<file path="src/rtl/input_channel.sv">
// input_channel: router input port facing the link.
// Flits arrive over a val/ack handshake into a small FIFO. The head flit is
// XY-routed and a registered one-hot request is held toward the crossbar
// until the end-of-packet flit has been read by the granted output.
// Optional build macro: INPUT_CHANNEL_PKT_COUNT_EN enables the saturating
// forwarded-packet counter on pkt_count; otherwise pkt_count is tied to 0.
//
// Handshake: a link flit is transferred on every cycle where in_val and
// in_ack are both high; in_ack depends only on in_val and FIFO fullness, so
// the link may not make in_val wait on in_ack. Toward the crossbar, the head
// flit is consumed on a cycle where x_rok is high and x_rd is asserted on the
// currently requested index.
module input_channel #(
    parameter int       DATA_WIDTH      = 70,
    parameter int       NUMBER_CHANNELS = 5,
    parameter int       FIFO_DEPTH      = 4,
    parameter bit [3:0] X_LOCAL         = 4'd0,
    parameter bit [3:0] Y_LOCAL         = 4'd0
) (
    input  logic                       clk,
    input  logic                       rst,
    input  logic [DATA_WIDTH-1:0]      in_data,
    input  logic                       in_val,
    output logic                       in_ack,
    output logic [NUMBER_CHANNELS-1:0] x_req,
    input  logic [NUMBER_CHANNELS-1:0] x_gnt,
    input  logic [NUMBER_CHANNELS-1:0] x_rd,
    output logic                       x_rok,
    output logic [DATA_WIDTH-1:0]      x_dout,
    output logic                       drop,
    output logic [15:0]                pkt_count,
    output logic [1:0]                 state_dbg
);

    localparam int AW = $clog2(FIFO_DEPTH);
    localparam int CW = AW + 1;

    typedef enum logic [1:0] {
        S_IDLE     = 2'd0,
        S_WAIT_GNT = 2'd1,
        S_FORWARD  = 2'd2
    } state_t;

    state_t                     state_q, state_d;
    logic [NUMBER_CHANNELS-1:0] req_q, req_d;
    logic                       drop_q, drop_d;
    logic [AW-1:0]              wr_ptr_q, rd_ptr_q;
    logic [CW-1:0]              count_q;
    logic [DATA_WIDTH-1:0]      mem_q [FIFO_DEPTH];
    logic [DATA_WIDTH-1:0]      head;
    logic [NUMBER_CHANNELS-1:0] route;
    logic                       full, empty, push, pop;

    assign full   = (count_q == CW'(FIFO_DEPTH));
    assign empty  = (count_q == '0);
    assign in_ack = in_val & ~full;
    assign push   = in_ack;
    assign head   = mem_q[rd_ptr_q];
    assign x_rok  = ~empty;
    assign x_dout = head;
    assign x_req  = req_q;
    assign drop   = drop_q;
    assign state_dbg = state_q;

    // Flit storage; contents need no reset since x_rok gates their use.
    always_ff @(posedge clk) begin
        if (push) begin
            mem_q[wr_ptr_q] <= in_data;
        end
    end

    // FIFO pointers and occupancy; a full FIFO refuses pushes even while popping.
    always_ff @(posedge clk or negedge rst) begin
        if (!rst) begin
            wr_ptr_q <= '0;
            rd_ptr_q <= '0;
            count_q  <= '0;
        end else begin
            if (push) wr_ptr_q <= wr_ptr_q + 1'b1;
            if (pop)  rd_ptr_q <= rd_ptr_q + 1'b1;
            case ({push, pop})
                2'b10:   count_q <= count_q + 1'b1;
                2'b01:   count_q <= count_q - 1'b1;
                default: count_q <= count_q;
            endcase
        end
    end

    // XY routing of the head flit: resolve X first, then Y, else local.
    always_comb begin
        route = '0;
        if (head[7:4] > X_LOCAL)      route[2] = 1'b1;
        else if (head[7:4] < X_LOCAL) route[4] = 1'b1;
        else if (head[3:0] > Y_LOCAL) route[1] = 1'b1;
        else if (head[3:0] < Y_LOCAL) route[3] = 1'b1;
        else                          route[0] = 1'b1;
    end

    // Packet FSM state, held request and orphan-drop pulse registers.
    always_ff @(posedge clk or negedge rst) begin
        if (!rst) begin
            state_q <= S_IDLE;
            req_q   <= '0;
            drop_q  <= 1'b0;
        end else begin
            state_q <= state_d;
            req_q   <= req_d;
            drop_q  <= drop_d;
        end
    end

    // Next-state logic: latch route on a header, wait for grant, forward until eop.
    always_comb begin
        state_d = state_q;
        req_d   = req_q;
        drop_d  = 1'b0;
        pop     = 1'b0;
        case (state_q)
            S_IDLE: begin
                if (x_rok) begin
                    if (head[DATA_WIDTH-1]) begin
                        req_d   = route;
                        state_d = S_WAIT_GNT;
                    end else begin
                        pop    = 1'b1;
                        drop_d = 1'b1;
                    end
                end
            end
            S_WAIT_GNT: begin
                if (|(x_gnt & req_q)) state_d = S_FORWARD;
            end
            S_FORWARD: begin
                if (x_rok && (|(x_rd & req_q))) begin
                    pop = 1'b1;
                    if (head[DATA_WIDTH-2]) begin
                        req_d   = '0;
                        state_d = S_IDLE;
                    end
                end
            end
            default: begin
                state_d = S_IDLE;
                req_d   = '0;
            end
        endcase
    end

`ifdef INPUT_CHANNEL_PKT_COUNT_EN
    logic        eop_pop;
    logic [15:0] pkt_q;

    assign eop_pop   = (state_q == S_FORWARD) & pop & head[DATA_WIDTH-2];
    assign pkt_count = pkt_q;

    // Saturating count of packets whose eop flit was forwarded.
    always_ff @(posedge clk or negedge rst) begin
        if (!rst) begin
            pkt_q <= '0;
        end else if (eop_pop && (pkt_q != 16'hFFFF)) begin
            pkt_q <= pkt_q + 16'd1;
        end
    end
`else
    assign pkt_count = '0;
`endif

endmodule

</file>
<file path="config.mk">
export PLATFORM = sky130hd
export DESIGN_NAME = input_channel
export DESIGN_NICKNAME = d
export VERILOG_FILES = /design/src/rtl/input_channel.sv
export SDC_FILE = /design/constraint.sdc
export NUM_CORES = 1
export LEC_CHECK = 0
export ABC_AREA = 1
export CAP_MARGIN = 20
export CORE_MARGIN = 2
export CORE_UTILIZATION = 25
export CTS_CLUSTER_SIZE = 12
export DETAILED_ROUTE_END_ITERATION = 8
export PLACE_DENSITY = 0.48
export RECOVER_POWER = 25
export SLEW_MARGIN = 10
export SYNTH_ARGS = -nofsm -noshare
export SYNTH_HDL_FRONTEND = slang
export SYNTH_SLANG_ARGS = --single-unit
</file>
<file path="constraint.sdc">
create_clock -name clk -period 4.9 [get_ports clk]
set_clock_uncertainty 0.05 [all_clocks]
set_input_delay 0.98 -clock clk [delete_from_list [all_inputs] [get_ports clk]]
set_output_delay 0.98 -clock clk [all_outputs]
set_load 0.01 [all_outputs]
</file>
* Word-level counts from Yosys, hierarchy flattened *
Memory sizes are Yosys's and may differ from the RTL's.
Cells that the tools add are included.

word-level totals
  bits in registers = 15
  bits in writable memories = 280
  input port bits = 83
  word-level logic and storage cells = 69
  memories = 1

memory list
  name   depth  width  rd ports  clocked after Yosys merged registers in  wr ports  line  text
  mem_q  4      70     1         0                                        1         49    logic [DATA_WIDTH-1:0] mem_q [FIFO_DEPTH];

cells by class
  add/sub/neg operators = 4
  $lt $le $gt $ge = 4
  equal/unequal tests = 10
  multiplexer cells = 30
  bitwise operators = 6
  reduce and logical (&&, ||, !) cells = 8

operators with widths
  kind                                                                              count
  5-bit two-way mux                                                                 4
  2-bit two-way mux                                                                 8
  5-bit one-hot mux with 3 select lines                                             1
  1-bit two-way mux                                                                 14
  5-bit bitwise AND                                                                 2
  2-bit != test (second input constant)                                             5
  5-bit AND reduction                                                               2
  5-bit OR reduction                                                                2
  4-bit by 1-bit greater-than comparator with 1-bit output (second input constant)  2
  4-bit by 1-bit less-than comparator with 1-bit output (second input constant)     2
  2-bit one-hot mux with 3 select lines                                             1
  3-bit one-hot mux with 2 select lines                                             1
  2-bit by 1-bit adder with 2-bit output (second input constant)                    2
  2-bit by 1-bit equality test with 1-bit output (second input constant)            2
  2-bit equality test (second input constant)                                       2
  3-bit by 1-bit adder with 3-bit output (second input constant)                    1
  3-bit equality test (second input constant)                                       1
  3-bit logical NOT                                                                 1
  1-bit inverter                                                                    3
  3-bit by 1-bit subtractor with 3-bit output (second input constant)               1
  2-bit logical NOT                                                                 1
  1-bit one-hot mux with 2 select lines                                             1
  2-bit nonzero test                                                                1
  1-bit bitwise AND                                                                 1
  1-bit logical AND                                                                 1

* Longest topological paths before layout *
An unclocked memory read counts as a cell.

  depth after elaboration = 9
  depth in mapped cells = 14

* Worst setup path before layout *
No wires, ideal clock.

  path type = input to register
  start point = in in_val
  end point = mem mem_q[0][0] (enable)
  data arrival time = 4.032 ns
  setup slack = 0.320 ns
  stages = 2
  path buffers = 0
  cell sequence = o31ai_2 > nor2_1

between the ends
  longest elaborated chain between the ends = 3

ends and longest elaborated chain
  item                                     line  text
  start, declared                          23    input logic in_val,
  1-bit bitwise AND                        56    assign in_ack = in_val & ~full;
  1-bit two-way mux                        67    if (push) begin
  1-bit two-way mux (implied by the code)  68    mem_q[wr_ptr_q] <= in_data;
  end, declared                            49

No other way between the ends.

* Worst setup path after layout *
  start point = reg rd_ptr_q[1]
  end point = out x_dout[38]

between the ends
  longest elaborated chain between the ends = 1

ends and longest elaborated chain
  item                    line  text
  start, declared         47    logic [AW-1:0] wr_ptr_q, rd_ptr_q;
  start signal, assigned  80    if (pop) rd_ptr_q <= rd_ptr_q + 1'b1;
  memory read 4 x 70 bit  n/a
  end, declared           29    output logic [DATA_WIDTH-1:0] x_dout,

No other way between the ends.

==> impl_metrics.toml <==
[power]
sequentialPowerShare_pct = 37.5
power_switching_mw = 3.088
power.density_nw_per_um2 = 629.4
clockPowerShare_pct = 26.3
netSwitchingFraction_pct = 33.51
total_power_mw = 9.216
internal_power_mw = 6.128
p_comb_share_pct = 36.2
vdd_ir_drop_max_v = 0.0003430
p_leak_nw = 4.941

[sta]
max_freq_mhz = 255.5
fin_setup_tns_ns = 0
slew_violations = 0
worst_pin_slew_ns = 1.019
finalCritPeriodShare_pct = 79.87
slew_headroom_pct = 31.63
finalSetupViolations = 0
rsz0062_at_grt = "false"
finalHoldViolations = 0
fin_ws_ns = 0.9862
post-route-min-period_ns = 3.914

[setup_path]
cpPeakStageDelay_ns = 0.75
endpoint = "x_dout[38]"
r2r_start = "rd_ptr_q[1]"
arrival_ns = 2.88
r2r_slack_ns = 1.86
cp.required_ns = 3.87
critPathBufInv = 3
r2r-end = "count_q[2]"
cp_num_cells = 5
end_kind = "output port"
path_cells = "clkinv_2, buf_12, o21ai_0, o22ai_1, clkdlybuf4s50_1"
rr_worst_depth = 12
path_delay_family = "buffers and inverters"
cp_slowest_cell = "dfrtp_2"
startpoint = "rd_ptr_q[1]"
start_kind = "register"
critPathKind = "register to output port"
cp_max_fo = 54

[synthesis]
async_flop_share_pct = 4.437
netlist_area_um2 = 11350
synth_area_per_cell_um2 = 13.74
yosysWarnings = 0
synthCells = 826
synth_ff_type = "edfxtp_1"
synth-seq-cells = 293
synth.top_cells.by_count = "edfxtp_1 (280), nor2_1 (129), o21ai_0 (125)"
synth_top_cell_area_share_pct = 74.10
synth_top_area_cell = "edfxtp_1"
synth_area_leaders = "edfxtp_1 (74%), o21ai_0 (5.5%), nor2_1 (4.3%)"
ys_types = 29
synth_most_common_cell = "edfxtp_1"
synth-edff-count = 280
ys_seq_area_share_pct = 76.97

[place]
hpwlAfterDp_mm = 14.64
placed_area_um2 = 13570
dp_slack_ns = 1.450
portBuffers = 156
gp_congestion = 0.6928

[cts]
path_clk_slew_ns = 0.06
cts_buffer_depth = 3
post_cts_buffers = 0
cts-htree-levels = 2
cts_tree = "yes"
clk_latency_ns = 0.52
holdBufCountCts = 0
clock_sinks = 293
cts_resized = 0
cts_buffers = 34
cts_root_buf = "clkbuf_16"

[grt]
antenna_found_initial = 4
grt_pass1_wl_mm = 41.35
grt_pass1_vias = 6837
grtUsageMet2_pct = 17.75
grt_overflow_total = 0
grt_usage_pct = 11.51
met3_usage_pct = 3.955
use_met1_pct = 15.49
busiest_layer = "met2"
grt_max_degree = 143

[routing]
dr.pass1.iters = 4
ant_nets = 0
viasPerCell = 4.244
vias = 6837
first_iter_violations = 395
drt_drc_violations_left = 0
routed_wl_mm = 26.90
wl_per_cell_um = 16.70

[run]
cap_violations = 0

[floorplan]
initial_utilization_pct = 25.17
fp.dieH_um = 217.0
fp.dieW_um = 217.0
rows = 78
core_um2 = 45090
die-area_um2 = 47110
pin_count = 179

[finish]
fillers = 4515
drive_gt1_share_pct = 7.738
syn_to_final_growth_pct = 29.05
fin_area_um2 = 14640
nets = 1074

[run_status]
status = "completed"

[hold_path]
hold_path_class = "register to register"
## kinds of logic after synthesis
family                   synth area share, %
AND/OR/NAND/NOR                        8.612
AO/OA/AOI/OAI                          9.152
adder cells (fa/ha/maj)               0.7278
flip-flops                             76.97
buffers and inverters                  4.201
XOR/XNOR                              0.3088
other                                0.03305
## how the worst min path moves through the flow
stage / depth (start not counted) / endpoint / slack (ns) / startpoint
2_1_floorplan: 1 / count_q[0] / 0.44 / count_q[0]
4_1_cts: 1 / count_q[0] / 0.48 / count_q[0]
6_report: 1 / count_q[0] / 0.47 / count_q[0]
3_3_place_gp: 1 / count_q[0] / 0.47 / count_q[0]
5_1_grt: 1 / count_q[0] / 0.50 / count_q[0]
3_5_place_dp: 1 / count_q[0] / 0.46 / count_q[0]
## layout make-up
class / instances / area [um2] / area share, %
clock inverters: 15 / 117.6 / 0.8031
repair buffers: 170 / 1742 / 11.89
multi-input cells: 459 / 2231 / 15.23
well taps: 600 / 750.7 / 5.126
clock buffers: 44 / 952.2 / 6.502
inverters: 27 / 105.1 / 0.7177
flip-flops and latches: 293 / 8738 / 59.67
diodes: 3 / 7.507 / 0.05126
## registers in the layout (all words and copies together) (netlist names)
signal and flops:
mem_q 280, count_q 3, x_req 3, rd_ptr_q 2, state_dbg 2, wr_ptr_q 2
drop 1
## worst register-to-register path, delay by kind of cell, from the launching register on
family	cells	cell delay (ns)
flops	1	0.75
buf+inv	2	0.54
compound gates	2	0.26
xor+xnor	1	0.15
fa+ha+maj	2	0.53
simple gates	5	0.64
## routing by layer
layer / part of all wire [%] / vias up
met4: 1.3 / 6
met3: 6.5 / 29
met5: 0.12 / -
met2: 45 / 166
met1: 47 / 3338
li1: - / 3298
## power by group through the flow
stage / sequential [mW] / clock [mW] / combinational (mW)
floorplan: 3.50 / 0 / 1.81
finish: 3.45 / 2.43 / 3.33
detailed placement: 3.51 / 0 / 3.45
global placement: 3.50 / 0 / 3.45
global route: 3.50 / 2.61 / 3.71
CTS: 3.46 / 2.52 / 3.46
## layout by cell type, fill, tap and decap left out, types with 2 or more instances in the layout
cell / synthesis / layout
nor2_2: 2 / 2
dfrtp_1: 13 / 11
bufinv_16: 0 / 2
nand4_1: 2 / 2
diode_2: 0 / 3
inv_1: 24 / 24
nand3_1: 26 / 26
buf_12: 0 / 6
nor2_4: 1 / 5
a21oi_1: 3 / 3
conb_1: 1 / 18
o22ai_1: 60 / 60
dlygate4sd3_1: 0 / 42
clkinv_2: 1 / 4
nor2_1: 129 / 125
nand2_2: 6 / 6
clkdlybuf4s50_1: 0 / 114
ha_1: 5 / 5
clkbuf_1: 26 / 7
clkinv_1: 0 / 9
o21ai_1: 2 / 2
edfxtp_1: 280 / 280
xor2_1: 3 / 3
clkbuf_16: 0 / 37
buf_4: 21 / 8
nand2_1: 72 / 72
o21ai_0: 125 / 125
## through the flow
step	hold WS, ns	instances	utilization, %
after floorplan	0.4360	843	-
after global placement	0.4686	1549	30.09
after detailed placement	0.4649	1549	30.09
after CTS	0.4777	1608	32.46
after global routing	0.5000	1608	32.46
final	0.4725	1611	32.48
Power figures use the tool's default switching activity.
==> RTL edit 1: new RTL, same flow settings <==
Put one more register stage on the output `state_dbg`, cleared by the reset. The value now appears one clock later. The other outputs are not delayed to match.
--- a/src/rtl/input_channel.sv
+++ b/src/rtl/input_channel.sv
@@ -60,7 +60,13 @@
     assign x_dout = head;
     assign x_req  = req_q;
     assign drop   = drop_q;
-    assign state_dbg = state_q;
+    always_ff @(posedge clk or negedge rst) begin
+        if (!rst) begin
+            state_dbg <= '0;
+        end else begin
+            state_dbg <= state_q;
+        end
+    end
 
     // Flit storage; contents need no reset since x_rok gates their use.
     always_ff @(posedge clk) begin
Function: changed (a bounded check fails within 4 cycles, from zero or initial values and one cycle with rst low).
==> RTL edit 1 against the unedited design <==
  * Area after synthesis up 0.47%
  * Final area about the same
  * Utilization down 0.054 points
  * Sequential share of layout area up 0.31 points
  * Total power down 0.13%
  * Final cell count down 0.12%
  * Worst setup slack better by 0.15 ns
  * Global-route usage up 0.17 points
  * Sequential cell count up 2
  * Via count about the same
  * Largest cell class unchanged
  * Routed wire length up 0.86%
==> RTL edit 1: results (changes against the unedited design) <==
Power and ir drop
  – Seq pwr: 3450 µW (about the same)
  – Power Combinational: 3320 µW (about the same)
  – Leakage: 0.00495 µW (+0.20%)
  – Worst vdd ir: 0.286 mV (-16%)
  – Final Total Pwr: 9200 µW (-0.13%)
  – Internal power: 6130 µW (about the same)

Worst setup path
  – Slowest-stage cell, CP: buf_4
  – CP top delay family: buffers and inverters
  – Setup CP Type: register to output pin
  – WP data arrival: 2.73 ns (-0.15 ns)
  – Crit path largest cell delay: 0.72 ns (-0.03 ns)
  – CP Max Fanout: 71 (+31%)

Route
  – DRT met1 WL: 11500 µm (-8.3%)
  – Initial DRC Count: 334 (-15%)
  – Pre-Repair DR Iteration Count: 4 (unchanged)
  – Met3 WL: 1890 µm (+8.4%)
  – Post-DR vias/cell: 4.25 (+0.17%)
  – Met2 routed WL: 13100 µm (+7.2%)
  – Top Metal Used: met5
  – Total Wirelength: 27100 µm (+0.86%)

Timing
  – Worst-Margin Slew: 1.05 ns (+0.0337 ns)

CTS
  – Worst skew pair latency: 0.53 ns
  – Reg clk slew, reported paths: 0.06 ns (about the same)
  – Num CTS Buffers: 35 (+2.9%)

Final layout
  – Max FFs per register: 280 (unchanged)
  – Top reg by flops: mem_q
  – Most common cell after layout, fill and taps aside: edfxtp_1
  – Non-filler cells, final: 1609 (-0.12%)
  – Layout cells sized above 1: 7.65% (-0.084 points)
  – NumNets Final: 1077 (+0.28%)

Worst hold path
  – Class of the worst hold path: register to register

Placed design
  – Port bufs: 156 (unchanged)
  – Place WS: 1.43 ns (-0.0151 ns)
  – Post-Place Cell Area: 0.0136 mm² (+0.14%)
  – Routability congestion estimate: 0.687 (-0.79%)
  – Hpwl dp: 14400 µm (-1.8%)

Logic synthesis
  – Cells after Synth: 829 (+0.36%)
  – Synth async-reset ratio: 5.08% (+0.65 points)
  – Yosys cell types: 29 (unchanged)
  – Ranking of synthesized cells by area: edfxtp_1, o21ai_0, nor2_1
  – Primary FF master, synth: edfxtp_1
  – Synth top cells by count: edfxtp_1, nor2_1, o21ai_0, nand2_1, o22ai_1
  – Sequential share of the synthesized area: 77.0% (about the same)

Run status
  – Status: finished, final reports clean

Global routing
  – Met2 Use GR: 19.2% (+1.4 points)
  – Total track usage: 11.7% (+0.17 points)
  – Initial antenna violation count: 4 (unchanged)
  – GR Layer Usage met1: 14.6% (-0.86 points)
  – Largest net degree at the start of global routing: 143 (unchanged)
  – Vias in the first global route: 6900 (+0.92%)
  – GR Layer Usage met3: 3.36% (-0.59 points)
  – First-pass GRT wire length: 41900 µm (+1.3%)
==> RTL edit 1: worst reg2reg max path, stage by stage (launching register included) <==
cell and delay [ns]:
dfrtp_2 0.38, buf_4 0.72, nand3_1 0.23, and2_4 0.21
nor2_2 0.10, nand2_2 0.09, nand2_2 0.10, ha_1 0.14
inv_1 0.07, fa_1 0.38, a21oi_1 0.15, o21ai_0 0.11
xor2_1 0.15
==> RTL edit 1: worst paths after layout <==
| kind | startpoint | to | cells after the start | slack [ns] |
|---|---|---|---|---|
| worst min-delay path | state_q[0] | state_dbg[0] | 0 | 0.38 |
| worst max register to register | rd_ptr_q[1] | count_q[2] | 12 | 1.92 |
| min in group asynchronous | rst | rd_ptr_q[1] | 1 | 0.84 |
| worst min register to register | state_q[0] | state_dbg[0] | 0 | 0.38 |
| max in group asynchronous | rst | rd_ptr_q[0] | 1 | 3.41 |
| worst max-delay path | rd_ptr_q[1] | x_dout[26] | 4 | 1.14 |
==> RTL edit 1: area by class of cell <==
| cell class | instances | area [µm²] |
|---|---|---|
| Timing Repair Buffer | 169 | 1710 |
| Sequential cell | 295 | 8790 |
| Fill cell | 4460 | 30500 |
| Inverter | 28 | 110 |
| Antenna cell | 3 | 7.51 |
| Multi-Input combinational cell | 459 | 2230 |
| Clock buffer | 43 | 948 |
| Tap cell | 600 | 751 |
| Clock inverter | 12 | 110 |
==> RTL edit 1: cell families after synthesis <==
| kind of cell | count (synthesis) | synth area share [%] |
|---|---|---|
| other | 1 | 0.0329 |
| AND/OR/NAND/NOR | 240 | 8.51 |
| AO/OA/AOI/OAI | 191 | 9.14 |
| adder cells (fa/ha/maj) | 6 | 0.724 |
| XOR/XNOR | 4 | 0.307 |
| buffers and inverters | 92 | 4.25 |
| flip-flops | 295 | 77.0 |
==> RTL edit 2: new RTL, same settings <==
Made on the original files. Add a define of `INPUT_CHANNEL_PKT_COUNT_EN`.
--- a/src/rtl/input_channel.sv
+++ b/src/rtl/input_channel.sv
@@ -10,6 +10,8 @@
 // the link may not make in_val wait on in_ack. Toward the crossbar, the head
 // flit is consumed on a cycle where x_rok is high and x_rd is asserted on the
 // currently requested index.
+`define INPUT_CHANNEL_PKT_COUNT_EN
+
 module input_channel #(
     parameter int       DATA_WIDTH      = 70,
     parameter int       NUMBER_CHANNELS = 5,
Function: changed (a bounded check fails within 10 cycles, from zero or initial values and one cycle with rst low).
==> RTL edit 2 against the unedited design <==
  * The run now ends with max-capacitance violations, max-slew violations left
  * Worst setup slack improved by 0.017 ns
  * Combinational power grew 11%
  * Total power rose by 12%
  * Fmax increased by 0.44%
  * Sequential cell count increased by 16
  * Synthesized cell count is 15% higher
  * Utilization rose by 0.37 points
  * Area after synthesis grew 8.0%
  * Routed wire length is 14% higher
  * Final area is 9.1% higher
  * Critical path type unchanged
  * Critical endpoint is now x_dout[43]
  * Largest power group is now combinational cells
  * Highest routed layer unchanged
==> RTL edit 2: results (changes against the unedited design) <==
Route
  – Total Wirelength: 30500 µm (+14%)
  – Initial DRC Count: 438 (+11%)

Logic synthesis
  – Yosys cell types: 32 (+10%)
  – Synth top cells by count: edfxtp_1, nor2_1, nand2_1, o21ai_0, o22ai_1
  – Ranking of synthesized cells by area: edfxtp_1, dfrtp_1, o21ai_0
  – Synth async-reset ratio: 9.39% (+4.9 points)

Global routing
  – First-pass GRT wire length: 45800 µm (+11%)
  – Initial antenna violation count: 7 (+3)
  – Vias in the first global route: 7508 (+9.8%)

Worst setup path
  – CP Max Fanout: 44 (-19%)

Timing
  – Worst-Margin Slew: 1.74 ns (+0.720 ns)
  – Min cycle time layout: 3.90 ns (-0.0171 ns)
  – Fin. max-slew vios: 30 (+30)

Run status
  – Failing checks: max-capacitance violations, max-slew violations
  – Status: complete, but fails checks

CTS
  – Worst skew pair latency: 0.55 ns (+0.03 ns)
  – Num CTS Buffers: 38 (+12%)

Power and ir drop
  – Worst vdd ir: 0.308 mV (-10%)
  – Leakage: 0.00555 µW (+12%)
  – Internal power: 6770 µW (+11%)

Final layout
  – Layout cells sized above 1: 8.74% (+1.0 points)
  – NumNets Final: 1217 (+13%)

Job
  – Max_cap viols: 1 (+1)

Placed design
  – Routability congestion estimate: 0.748 (+8.0%)
  – Port bufs: 172 (+10%)
  – Hpwl dp: 16900 µm (+16%)
  – Place WS: 1.46 ns (+0.0152 ns)
RTL edit 2: final cells by class:
cell class / instances / area, µm² / share of cell area [%]
inverter: 46 / 175 / 1.10
tap: 622 / 778 / 4.87
timing repair buffer: 186 / 1880 / 11.8
clock buffer: 43 / 991 / 6.20
antenna: 1 / 2.50 / 0.0157
clock inverter: 26 / 304 / 1.90
multi-input combinational: 546 / 2710 / 16.9
sequential: 309 / 9140 / 57.2
RTL edit 2: worst paths after layout:
check                            start     endpoint  cells after the start
setup / recovery           rd_ptr_q[0]   x_dout[43]                      5
hold / removal                x_req[1]     x_req[1]                      2
setup reg to reg           rd_ptr_q[1]   count_q[2]                     13
hold reg to reg               x_req[1]     x_req[1]                      2
max in group asynchronous          rst  rd_ptr_q[0]                      1
min in group asynchronous          rst     x_req[0]                      1
RTL edit 2: worst max-delay path: stages (launching register included):
cell and delay [ns]:
dfrtp_4 0.50, inv_4 0.35, buf_4 0.51, o21ai_0 0.14, o22ai_1 0.21, clkdlybuf4s50_1 0.59
RTL edit 2: cells by family after synthesis:
kind of cell / after synthesis / synth area share, %
AND/OR/NAND/NOR: 325 / 11.0
flip-flops: 309 / 74.5
AO/OA/AOI/OAI: 198 / 9.03
buffers and inverters: 96 / 3.67
XOR/XNOR: 14 / 1.00
adder cells (fa/ha/maj): 7 / 0.776
other: 1 / 0.0306
RTL edit 2: power groups by stage:
stage / Sequential (µW) / Clock [µW] / Combinational (µW)
5_1_grt: 3730 / 3100 / 4110
3_5_place_dp: 3730 / 0 / 3800
2_1_floorplan: 3760 / 0 / 1960
6_report: 3680 / 2900 / 3700
4_1_cts: 3680 / 3000 / 3820
3_3_place_gp: 3730 / 0 / 3800
RTL edit 2: stage by stage:
stage / instances / hold slack [ns] / area, µm² / util [%] / power, µW
5_1_grt: 1778 / 0.527 / 16000 / 32.8 / 10900
3_5_place_dp: 1709 / 0.476 / 14700 / 30.2 / 7530
2_1_floorplan: 951 / 0.453 / 12300 / - / 5720
4_1_cts: 1778 / 0.424 / 16000 / 32.8 / 10500
3_3_place_gp: 1709 / 0.477 / 14700 / 30.2 / 7530
6_report: 1779 / 0.485 / 16000 / 32.8 / 10300
RTL edit 2: layer usage:
metal	vias to the layer above	GRT usage, %	part of all wire (%)
li1	3762	-	-
met1	3755	15.3	44
met2	177	19.0	46
met3	63	4.17	7.1
met4	12	4.55	2.5
met5	-	0	0.25
